$ cat config.mk
export PLATFORM = sky130hd
export DESIGN_NAME = hazard_ctrl_unit
export DESIGN_NICKNAME = d
export VERILOG_FILES = /design/src/rtl/hazard_pkg.sv /design/src/rtl/fwd_match.sv /design/src/rtl/hazard_ctrl_unit.sv
export SDC_FILE = /design/constraint.sdc
export NUM_CORES = 1
export LEC_CHECK = 0
export CORE_AREA = 3 3 82 84
export CTS_CLUSTER_SIZE = 28
export DETAILED_ROUTE_END_ITERATION = 6
export DIE_AREA = 0 0 85 87
export HOLD_SLACK_MARGIN = 0.05
export MAX_ROUTING_LAYER = met4
export PLACE_DENSITY = 0.74
export SLEW_MARGIN = 10
export SYNTH_ARGS = -nofsm -noshare
export SYNTH_HDL_FRONTEND = slang
export SYNTH_SLANG_ARGS = --single-unit
$ cat constraint.sdc
create_clock -name clk -period 4.8 [get_ports clk]
set_input_delay 0.48 -clock clk [delete_from_list [all_inputs] [get_ports clk]]
set_output_delay 0.48 -clock clk [all_outputs]
set_load 0.03 [all_outputs]
$ cat src/rtl/hazard_pkg.sv
// Shared types for the pipeline hazard controller: forward-select encoding
// and the load-use stall FSM state.
package hazard_pkg;

  // Source of an EX operand as seen by the operand multiplexer.
  typedef enum logic [1:0] {
    FWD_RF  = 2'b00,  // register file (no forwarding)
    FWD_WB  = 2'b01,  // MEM/WB result
    FWD_MEM = 2'b10   // EX/MEM result
  } fwd_sel_t;

  // Load-use stall sequencer.
  typedef enum logic {
    IDLE  = 1'b0,
    STALL = 1'b1
  } hz_state_t;

endpackage : hazard_pkg

$ cat src/rtl/fwd_match.sv
// Per-source comparator: decides where one ID source operand should come
// from once the instruction reaches EX, and flags a load-use conflict.
module fwd_match
  import hazard_pkg::*;
#(
  parameter int REG_ADDR_W = 5
) (
  input  logic [REG_ADDR_W-1:0] rs_i,
  input  logic                  rs_used_i,
  input  logic [REG_ADDR_W-1:0] id_ex_rd_i,
  input  logic                  id_ex_regwrite_i,
  input  logic                  id_ex_memread_i,
  input  logic [REG_ADDR_W-1:0] ex_mem_rd_i,
  input  logic                  ex_mem_regwrite_i,
  output fwd_sel_t              next_sel_o,
  output logic                  load_use_o
);

  logic match_id_ex;
  logic match_ex_mem;

  // x0 is hardwired to zero, so a producer targeting it never forwards.
  assign match_id_ex  = rs_used_i && id_ex_regwrite_i  && (id_ex_rd_i  != '0) && (id_ex_rd_i  == rs_i);
  assign match_ex_mem = rs_used_i && ex_mem_regwrite_i && (ex_mem_rd_i != '0) && (ex_mem_rd_i == rs_i);

  // Select the newest producer; a load in ID/EX cannot forward in time.
  always_comb begin
    // NOTE: every output gets a default before the branches so no latch is inferred.
    next_sel_o = FWD_RF;
    load_use_o = match_id_ex && id_ex_memread_i;
    if (match_id_ex && !id_ex_memread_i) begin
      next_sel_o = FWD_MEM;
    end else if (match_ex_mem) begin
      next_sel_o = FWD_WB;
    end
  end

endmodule : fwd_match

$ cat src/rtl/hazard_ctrl_unit.sv
// Hazard controller for the 5-stage pipeline: registered EX forward selects,
// load-use stall/bubble sequencing and saturating performance counters.
module hazard_ctrl_unit
  import hazard_pkg::*;
#(
  parameter int REG_ADDR_W = 5,
  parameter int NUM_SRC    = 2,
  parameter int LOAD_LAT   = 1,
  parameter int CNT_W      = 16
) (
  input  logic                            clk,
  input  logic                            reset,
  input  logic                            ext_stall,
  input  logic                            flush,
  input  logic                            id_valid,
  input  logic [NUM_SRC*REG_ADDR_W-1:0]   id_rs,
  input  logic [NUM_SRC-1:0]              id_rs_used,
  input  logic [REG_ADDR_W-1:0]           id_ex_rd,
  input  logic [REG_ADDR_W-1:0]           ex_mem_rd,
  input  logic [REG_ADDR_W-1:0]           mem_wb_rd,
  input  logic                            id_ex_regwrite,
  input  logic                            ex_mem_regwrite,
  input  logic                            mem_wb_regwrite,
  input  logic                            id_ex_memread,
  output logic                            stall_if,
  output logic                            stall_id,
  output logic                            bubble_ex,
  output logic [2*NUM_SRC-1:0]            fwd_sel,
  output logic [CNT_W-1:0]                stall_cycles,
  output logic [CNT_W-1:0]                fwd_events
);

  localparam int              CW       = $clog2(LOAD_LAT + 1);
  localparam logic [CW-1:0]   CNT_LOAD = CW'(LOAD_LAT - 1);
  localparam logic [CNT_W-1:0] CNT_MAX = '1;

  hz_state_t            state_q, state_d;
  logic [CW-1:0]        cnt_q, cnt_d;
  logic [2*NUM_SRC-1:0] fwd_sel_q, fwd_sel_d;
  logic [CNT_W-1:0]     stall_cycles_q, stall_cycles_d;
  logic [CNT_W-1:0]     fwd_events_q, fwd_events_d;

  logic [2*NUM_SRC-1:0] next_sel;
  logic [NUM_SRC-1:0]   load_use_vec;
  logic                 load_use;

  // A MEM/WB producer has retired by the time the ID instruction reaches
  // EX; the register file writes before it reads, so no select needs it.
  logic unused_mem_wb;
  assign unused_mem_wb = ^{mem_wb_rd, mem_wb_regwrite};

  for (genvar k = 0; k < NUM_SRC; k++) begin : g_src
    fwd_match #(
      .REG_ADDR_W (REG_ADDR_W)
    ) u_fwd_match (
      .rs_i              (id_rs[k*REG_ADDR_W +: REG_ADDR_W]),
      .rs_used_i         (id_rs_used[k]),
      .id_ex_rd_i        (id_ex_rd),
      .id_ex_regwrite_i  (id_ex_regwrite),
      .id_ex_memread_i   (id_ex_memread),
      .ex_mem_rd_i       (ex_mem_rd),
      .ex_mem_regwrite_i (ex_mem_regwrite),
      .next_sel_o        (next_sel[2*k +: 2]),
      .load_use_o        (load_use_vec[k])
    );
  end

  assign load_use = id_valid && (|load_use_vec);

  // Stall sequencer: stall/bubble outputs and next state; flush always wins.
  always_comb begin
    state_d   = state_q;
    cnt_d     = cnt_q;
    stall_if  = 1'b0;
    stall_id  = 1'b0;
    bubble_ex = 1'b0;
    unique case (state_q)
      IDLE: begin
        if (flush) begin
          bubble_ex = 1'b1;
        end else if (load_use) begin
          stall_if  = 1'b1;
          stall_id  = 1'b1;
          bubble_ex = 1'b1;
          if (LOAD_LAT > 1) begin
            state_d = STALL;
            cnt_d   = CNT_LOAD;
          end
        end
      end
      STALL: begin
        if (flush) begin
          bubble_ex = 1'b1;
          state_d   = IDLE;
          cnt_d     = '0;
        end else begin
          stall_if  = 1'b1;
          stall_id  = 1'b1;
          bubble_ex = 1'b1;
          cnt_d     = cnt_q - CW'(1);
          if (cnt_q == CW'(1)) begin
            state_d = IDLE;
          end
        end
      end
    endcase
  end

  // Next forward selects (zeroed behind a bubble) and saturating counters.
  always_comb begin
    fwd_sel_d      = next_sel;
    stall_cycles_d = stall_cycles_q;
    fwd_events_d   = fwd_events_q;
    if (flush || bubble_ex) begin
      fwd_sel_d = '0;
    end
    if (stall_id && (stall_cycles_q != CNT_MAX)) begin
      stall_cycles_d = stall_cycles_q + CNT_W'(1);
    end
    if ((|fwd_sel_d) && (fwd_events_q != CNT_MAX)) begin
      fwd_events_d = fwd_events_q + CNT_W'(1);
    end
  end

  // State registers; ext_stall freezes everything except reset.
  always_ff @(posedge clk) begin
    // NOTE: sequential state uses non-blocking assignments so all registers update together.
    if (reset) begin
      state_q        <= IDLE;
      cnt_q          <= '0;
      fwd_sel_q      <= '0;
      stall_cycles_q <= '0;
      fwd_events_q   <= '0;
    end else if (!ext_stall) begin
      state_q        <= state_d;
      cnt_q          <= cnt_d;
      fwd_sel_q      <= fwd_sel_d;
      stall_cycles_q <= stall_cycles_d;
      fwd_events_q   <= fwd_events_d;
    end
  end

  assign fwd_sel      = fwd_sel_q;
  assign stall_cycles = stall_cycles_q;
  assign fwd_events   = fwd_events_q;

endmodule : hazard_ctrl_unit

# Yosys cells after proc, flatten, opt, wreduce, memory -nomap -nowiden
# Cells that the tools add are included.
[totals]
reg_bits = 38
word_cells = 59
rom_bits = 0
latchBits = 0
memories = 0
output_inout_bits = 39
mem_bits_rw = 0
[op_classes]
shifts = 0
div_mod_pow = 0
n_mul = 0
bitwise_logic = 2
n_addsub = 3
eq_ne = 6
n_mux = 15
n_lt_le_gt_ge = 0
n_reduce_logical = 28
[op_table]
columns = ["cell", "count"]
rows = [
  ["16-bit by 1-bit adder with 16-bit output, second input constant", 2],
  ["16-bit != test, second input constant", 2],
  ["5-bit equality test", 4],
  ["1-bit logical AND", 19],
  ["1-bit 2-to-1 mux", 10],
  ["5-bit nonzero test", 2],
  ["2-bit AND reduction", 3],
  ["2-bit 2-to-1 mux", 2],
  ["4-bit 2-to-1 mux", 1],
  ["1-bit one-hot mux with 2 select lines", 2],
  ["4-bit OR reduction", 1],
  ["1-bit inverter", 2],
  ["2-bit OR reduction", 1],
  ["1-bit logical NOT", 1],
  ["1-bit logical OR", 1],
  ["1-bit subtractor, second input constant", 1],
]

# Longest topological paths before layout
[depth]
word_depth = 14
depth_mapped = 10

# By module
# From an unflattened synthesis, not the netlist that was laid out.
[hier_totals]
hier_cells = 284
area_unflattened_um2 = 2328.5
[by_module_without_submodules]
columns = ["module", "cells_each", "area_per_inst_um2", "n_inst"]
rows = [
  ["hazard_ctrl_unit", 240, 1988.2, 1],
  ["fwd_match", 22, 170.2, 2],
]

# Least setup slack after synthesis
# Ideal clock, no wire load.
[synth_path]
kind = "input to output"
from = "input port id_ex_rd[0]"
to = "output port stall_if"
arrival_time_ns = 2.049
cell_stages = 6
required_time_ns = 4.320
setup_slack_ns = 2.271
cell_sequence = "or4_1 > nor2_1 > nor2_1 > a21oi_2 > nor2_1 > buf_4"
[synth_between]
elab_chain_cells = 9
elab_cells_between_ends = 14
classes_between = "eq/ne: 2; mux: 3; reduce/logical: 9"
[synth_lines]
columns = ["element", "line", "rtl"]
rows = [
  ["start, declared", "hazard_ctrl_unit.sv:18", "input logic [REG_ADDR_W-1:0] id_ex_rd,"],
  ["5-bit nonzero test", "fwd_match.sv:23", "assign match_id_ex = rs_used_i && id_ex_regwrite_i && (id_ex_rd_i != '0) && (id_ex_rd_i == rs_i);"],
  ["1-bit logical AND (2 in a row)", "fwd_match.sv:23", ""],
  ["1-bit logical AND", "fwd_match.sv:30", "load_use_o = match_id_ex && id_ex_memread_i;"],
  ["2-bit OR reduction (*)", "hazard_ctrl_unit.sv:68", "assign load_use = id_valid && (|load_use_vec);"],
  ["1-bit logical AND (*)", "hazard_ctrl_unit.sv:68", ""],
  ["1-bit 2-to-1 mux (*) (2 in a row)", "-", ""],
  ["1-bit one-hot mux with 2 select lines (*)", "-", ""],
  ["end, declared", "hazard_ctrl_unit.sv:25", "output logic stall_if,"],
]
# Mark *: on every way between the ends. The rest lies on a longest branch, timed or not.

# Final worst setup path
[layout_path]
from = "input port id_ex_rd[0]"
to = "output port stall_if"
[layout_between]
elab_chain_cells = 9
elab_cells_between_ends = 14
classes_between = "eq/ne: 2; mux: 3; reduce/logical: 9"
[layout_lines]
columns = ["element", "line", "rtl"]
rows = [
  ["5-bit nonzero test", "fwd_match.sv:23", ""],
  ["1-bit logical AND (2 in a row)", "fwd_match.sv:23", ""],
  ["1-bit logical AND", "fwd_match.sv:30", ""],
  ["2-bit OR reduction (*)", "hazard_ctrl_unit.sv:68", ""],
  ["1-bit logical AND (*)", "hazard_ctrl_unit.sv:68", ""],
  ["1-bit 2-to-1 mux (*)", "hazard_ctrl_unit.sv:81", "end else if (load_use) begin"],
  ["1-bit 2-to-1 mux (*)", "hazard_ctrl_unit.sv:79", "if (flush) begin"],
  ["1-bit one-hot mux with 2 select lines (*)", "hazard_ctrl_unit.sv:77", "unique case (state_q)"],
]
# Marks and branches as above.

==> metrics.md <==
| Metric | Value |
|---|---|
| Outcome | `complete, no violations` |
| Cell taking the most area after synthesis | `dfxtp_1` |
| Dpl ws | `roughly 1.3 ns` |
| Critical Path RT | `around 4.3 ns` |
| Vias | `~2,100` |
| Sinks on Clock Net | `38` |
| Final Hold Viols | `0` |
| Post-CTS Setup Bufs | `0` |
| Period utilization | `0.7229` |
| Main combinational cell family by area after synthesis | `simple AND/OR/NAND/NOR gates` |
| Hold Path Class | `flip-flop to flip-flop` |
| Final count of negative-setup-slack endpoints | `0` |
| Initial Utilization | `0.3592` |
| CTS max path bufs | `2` |
| Distinct cell type count of the synthesized netlist | `46` |
| Root Driver | `clkbuf_8` |
| Hold Buf Count CTS | `0` |
| CP endpoint kind | `primary output` |
| Avg Inst Size Synth | `about 8.4 µm²` |
| Final worst slack | `roughly 1.3 ns` |
| Mux cell area share after synthesis | `0.02965` |
| First DRT Iteration DRCs | `between 90 and 100` |
| Synthesized-area fraction occupied by adder cells | `0.01163` |
| Post-layout min period | `3.470 ns` |
| Slew headroom | `0.2602` |
| Gpl congestion | `roughly 0.85` |
| Post-synth EDFFs | `0` |
| Ranking of synthesized cells by area | `dfxtp_1 35%, xnor2_1 8.1%, a21oi_1 4.9%` |
| FMAX | `~290 MHz` |
| Pin count of the biggest net entering global routing | `42` |
| Skew final | `slightly below 0.004 ns` |
| Max Cap Viol | `0` |
| DR WL met3 | `roughly 230 µm` |
| First-pass GRT wire length | `between 9000 and 10,000 µm` |
| Highest routed layer | `met4` |
| Reg2reg start | `fwd_events[4]` |
| Mapped cell area | `between 2000 and 2500 µm²` |
| Pins over their slew limit | `0` |
| Leak pwr | `~1 nW` |
| Power density over the cells | `199.3 nW/µm²` |
| Die area | `approximately 7400 µm²` |
| Nets@finish | `~360` |
| Syn_nets | `between 200 and 300` |
| Average wire per standard cell | `roughly 14 µm` |
| Gr usage total | `0.1588` |
| RSZ-0062 raised after global routing | `no` |
| Cts bufs inserted | `5` |
| Final ANT Viol Nets | `0` |
| Clock Latency Late Sink | `between 0.2 and 0.3 ns` |
| DRC | `0` |
| Clk slew on worst S/H paths | `about 0.070 ns` |
| FF-to-FF End | `fwd_events[3]` |
| DR vias/cell | `~5.3` |
| Layout cells sized above 1 | `0.07477` |
| Total power | `0.5895 mW` |
| Cts repair resizes | `0` |
| Sequential cell area fraction in the yosys report | `0.3535` |
| Total Wirelength | `between 5000 and 6000 µm` |
| Yosys warning total | `0` |
| Cells after Synth | `257` |
| Synth Area in Compound Gates | `0.1302` |
| Worst slew pin tran | `between 1 and 1.5 ns` |
| WL met2 | `2585 µm` |
| Crit path DAT | `about 3 ns` |
| Async SR Flop Fraction | `0` |
| WHS Path Cells | `2` |
| FF-to-FF path depth | `7` |
| Die H | `between 80 and 90 µm` |
| Endpoint, Worst Hold | `fwd_sel[0]` |
| Critical path class | `input port to primary output` |
| Area grow syn2layout | `37.44%` |
| H-Tree Depth | `2` |
| Hold path start | `fwd_sel[0]` |
| Startpoint types | `input port` |
| Initial antenna violation count | `0` |
| Synth Area in XOR/XNOR | `0.1221` |
| I/O pin cnt | `75` |
| Most used DFF post-synth | `dfxtp_1` |
| HPWL after DPL | `4090 µm` |
| Setup TNS | `0 ns` |
| N_diodes | `0` |
| Core box area | `5991 µm²` |
| Cell Rows | `28` |
| Vias in the first global route | `2,129` |
| Post-synth top area share | `0.3535` |
| IO Port Bufs | `68` |
| Total global routing overflow | `0` |
| CTS tree | `done` |
| Flop and latch count out of synthesis | `38` |
| M1 WL | `approximately 2600 µm` |
| DR pass1 iterations | `4` |
| Crit path max fanout | `10` |
| Peak supply drop | `between 0.09 and 0.1 mV` |
| Simple-gate share of the synthesized area | `0.3192` |
| Die Wd | `about 85 µm` |
| R2R Setup Slk | `1.95 ns` |
==> state kept, by name (all words and copies together), names as in the netlist <==
name	flops
cnt_q	1
state_q	1
stall_cycles	16
fwd_sel	4
fwd_events	16
==> worst max path at each step <==
stage,from,end,slack (ns),cells after the start
floorplan,id_ex_rd[0],stall_if,2.27,6
global placement,id_ex_rd[0],stall_if,1.38,7
detailed placement,id_ex_rd[3],stall_if,1.34,7
CTS,id_ex_rd[3],stall_if,1.34,7
global route,id_ex_rd[3],stall_if,1.18,7
finish,id_ex_rd[0],stall_if,1.33,7
==> metrics by stage <==
stage	hold WS (ns)	cell area, µm²	util	instances
detailed placement	0.4727	2879	0.4806	389
CTS	0.4816	2958	0.4937	396
global route	0.5323	2958	0.4937	396
floorplan	0.4611	2152	-	257
global placement	0.4566	2879	0.4806	389
finish	0.4760	2958	0.4937	396
==> where the power goes <==
part | switching (mW) | internal, mW | total [mW]
clock | 0.107 | 0.0975 | 0.205
combinational | 0.0332 | 0.0362 | 0.0694
sequential | 0.000194 | 0.315 | 0.315
total | 0.141 | 0.449 | 0.590
==> worst max-delay path, stage by stage <==
cell	delay, ns
clkdlybuf4s50_1	0.46
or4_1	0.59
nor2_1	0.16
nor2_1	0.11
a21oi_2	0.46
nor2_1	0.11
clkdlybuf4s50_1	0.62
==> cell type report <==
cell class / instances / area, µm²
clock inverters: 2 / 10.01
inverters: 3 / 11.26
flip-flops and latches: 38 / 760.7
well taps: 75 / 93.84
clock buffers: 5 / 68.82
multi-input cells: 204 / 1325
fillers: 590 / 3033
repair buffers: 69 / 688.2
==> routing by layer <==
metal	global-route usage	vias to the layer above
li1	-	1071
met1	0.1952	978
met2	0.2627	51
met3	0.03122	7
met4	0.05036	0
met5	-	-
==> cells in the mapped netlist (all sizes together), types with 4 or more instances <==
library cell  count
nor4             11
o21ai            15
nand4             8
nand3            14
nor2             24
dfxtp            38
clkbuf            7
and3             12
or4               4
buf               5
nand2            11
a21oi            22
or3              17
xor2             10
and4              4
xnor2            20
nor2b             5
==> placed cells by master, fill, tap and decap left out, types with 2 or more instances in the layout <==
cell type and n:
o21ai_0 14, and4_1 2, a31o_2 2, nand2_1 11, nand3_1 14, or3_1 16, and4_4 2, mux2_2 3
and3_1 9, dfxtp_1 38, a21oi_1 21, xor2_1 10, nor2b_1 5, mux2i_1 3, nor4_1 10, and3_2 3
ha_1 2, clkinv_2 2, or4_1 4, and2_1 2, clkdlybuf4s50_1 68, nand4_1 8, xnor2_1 20, clkbuf_8 5
inv_1 3, nor2_1 24, o31ai_1 2
==> cells by family after synthesis <==
| logic type | count (synthesis) |
|---|---|
| flip-flops | 38 |
| multiplexers | 6 |
| adder cells (fa/ha/maj) | 2 |
| AO/OA/AOI/OAI | 48 |
| XOR/XNOR | 30 |
| buffers and inverters | 15 |
| AND/OR/NAND/NOR | 118 |
Note: power is estimated with default switching activity, not from simulation.
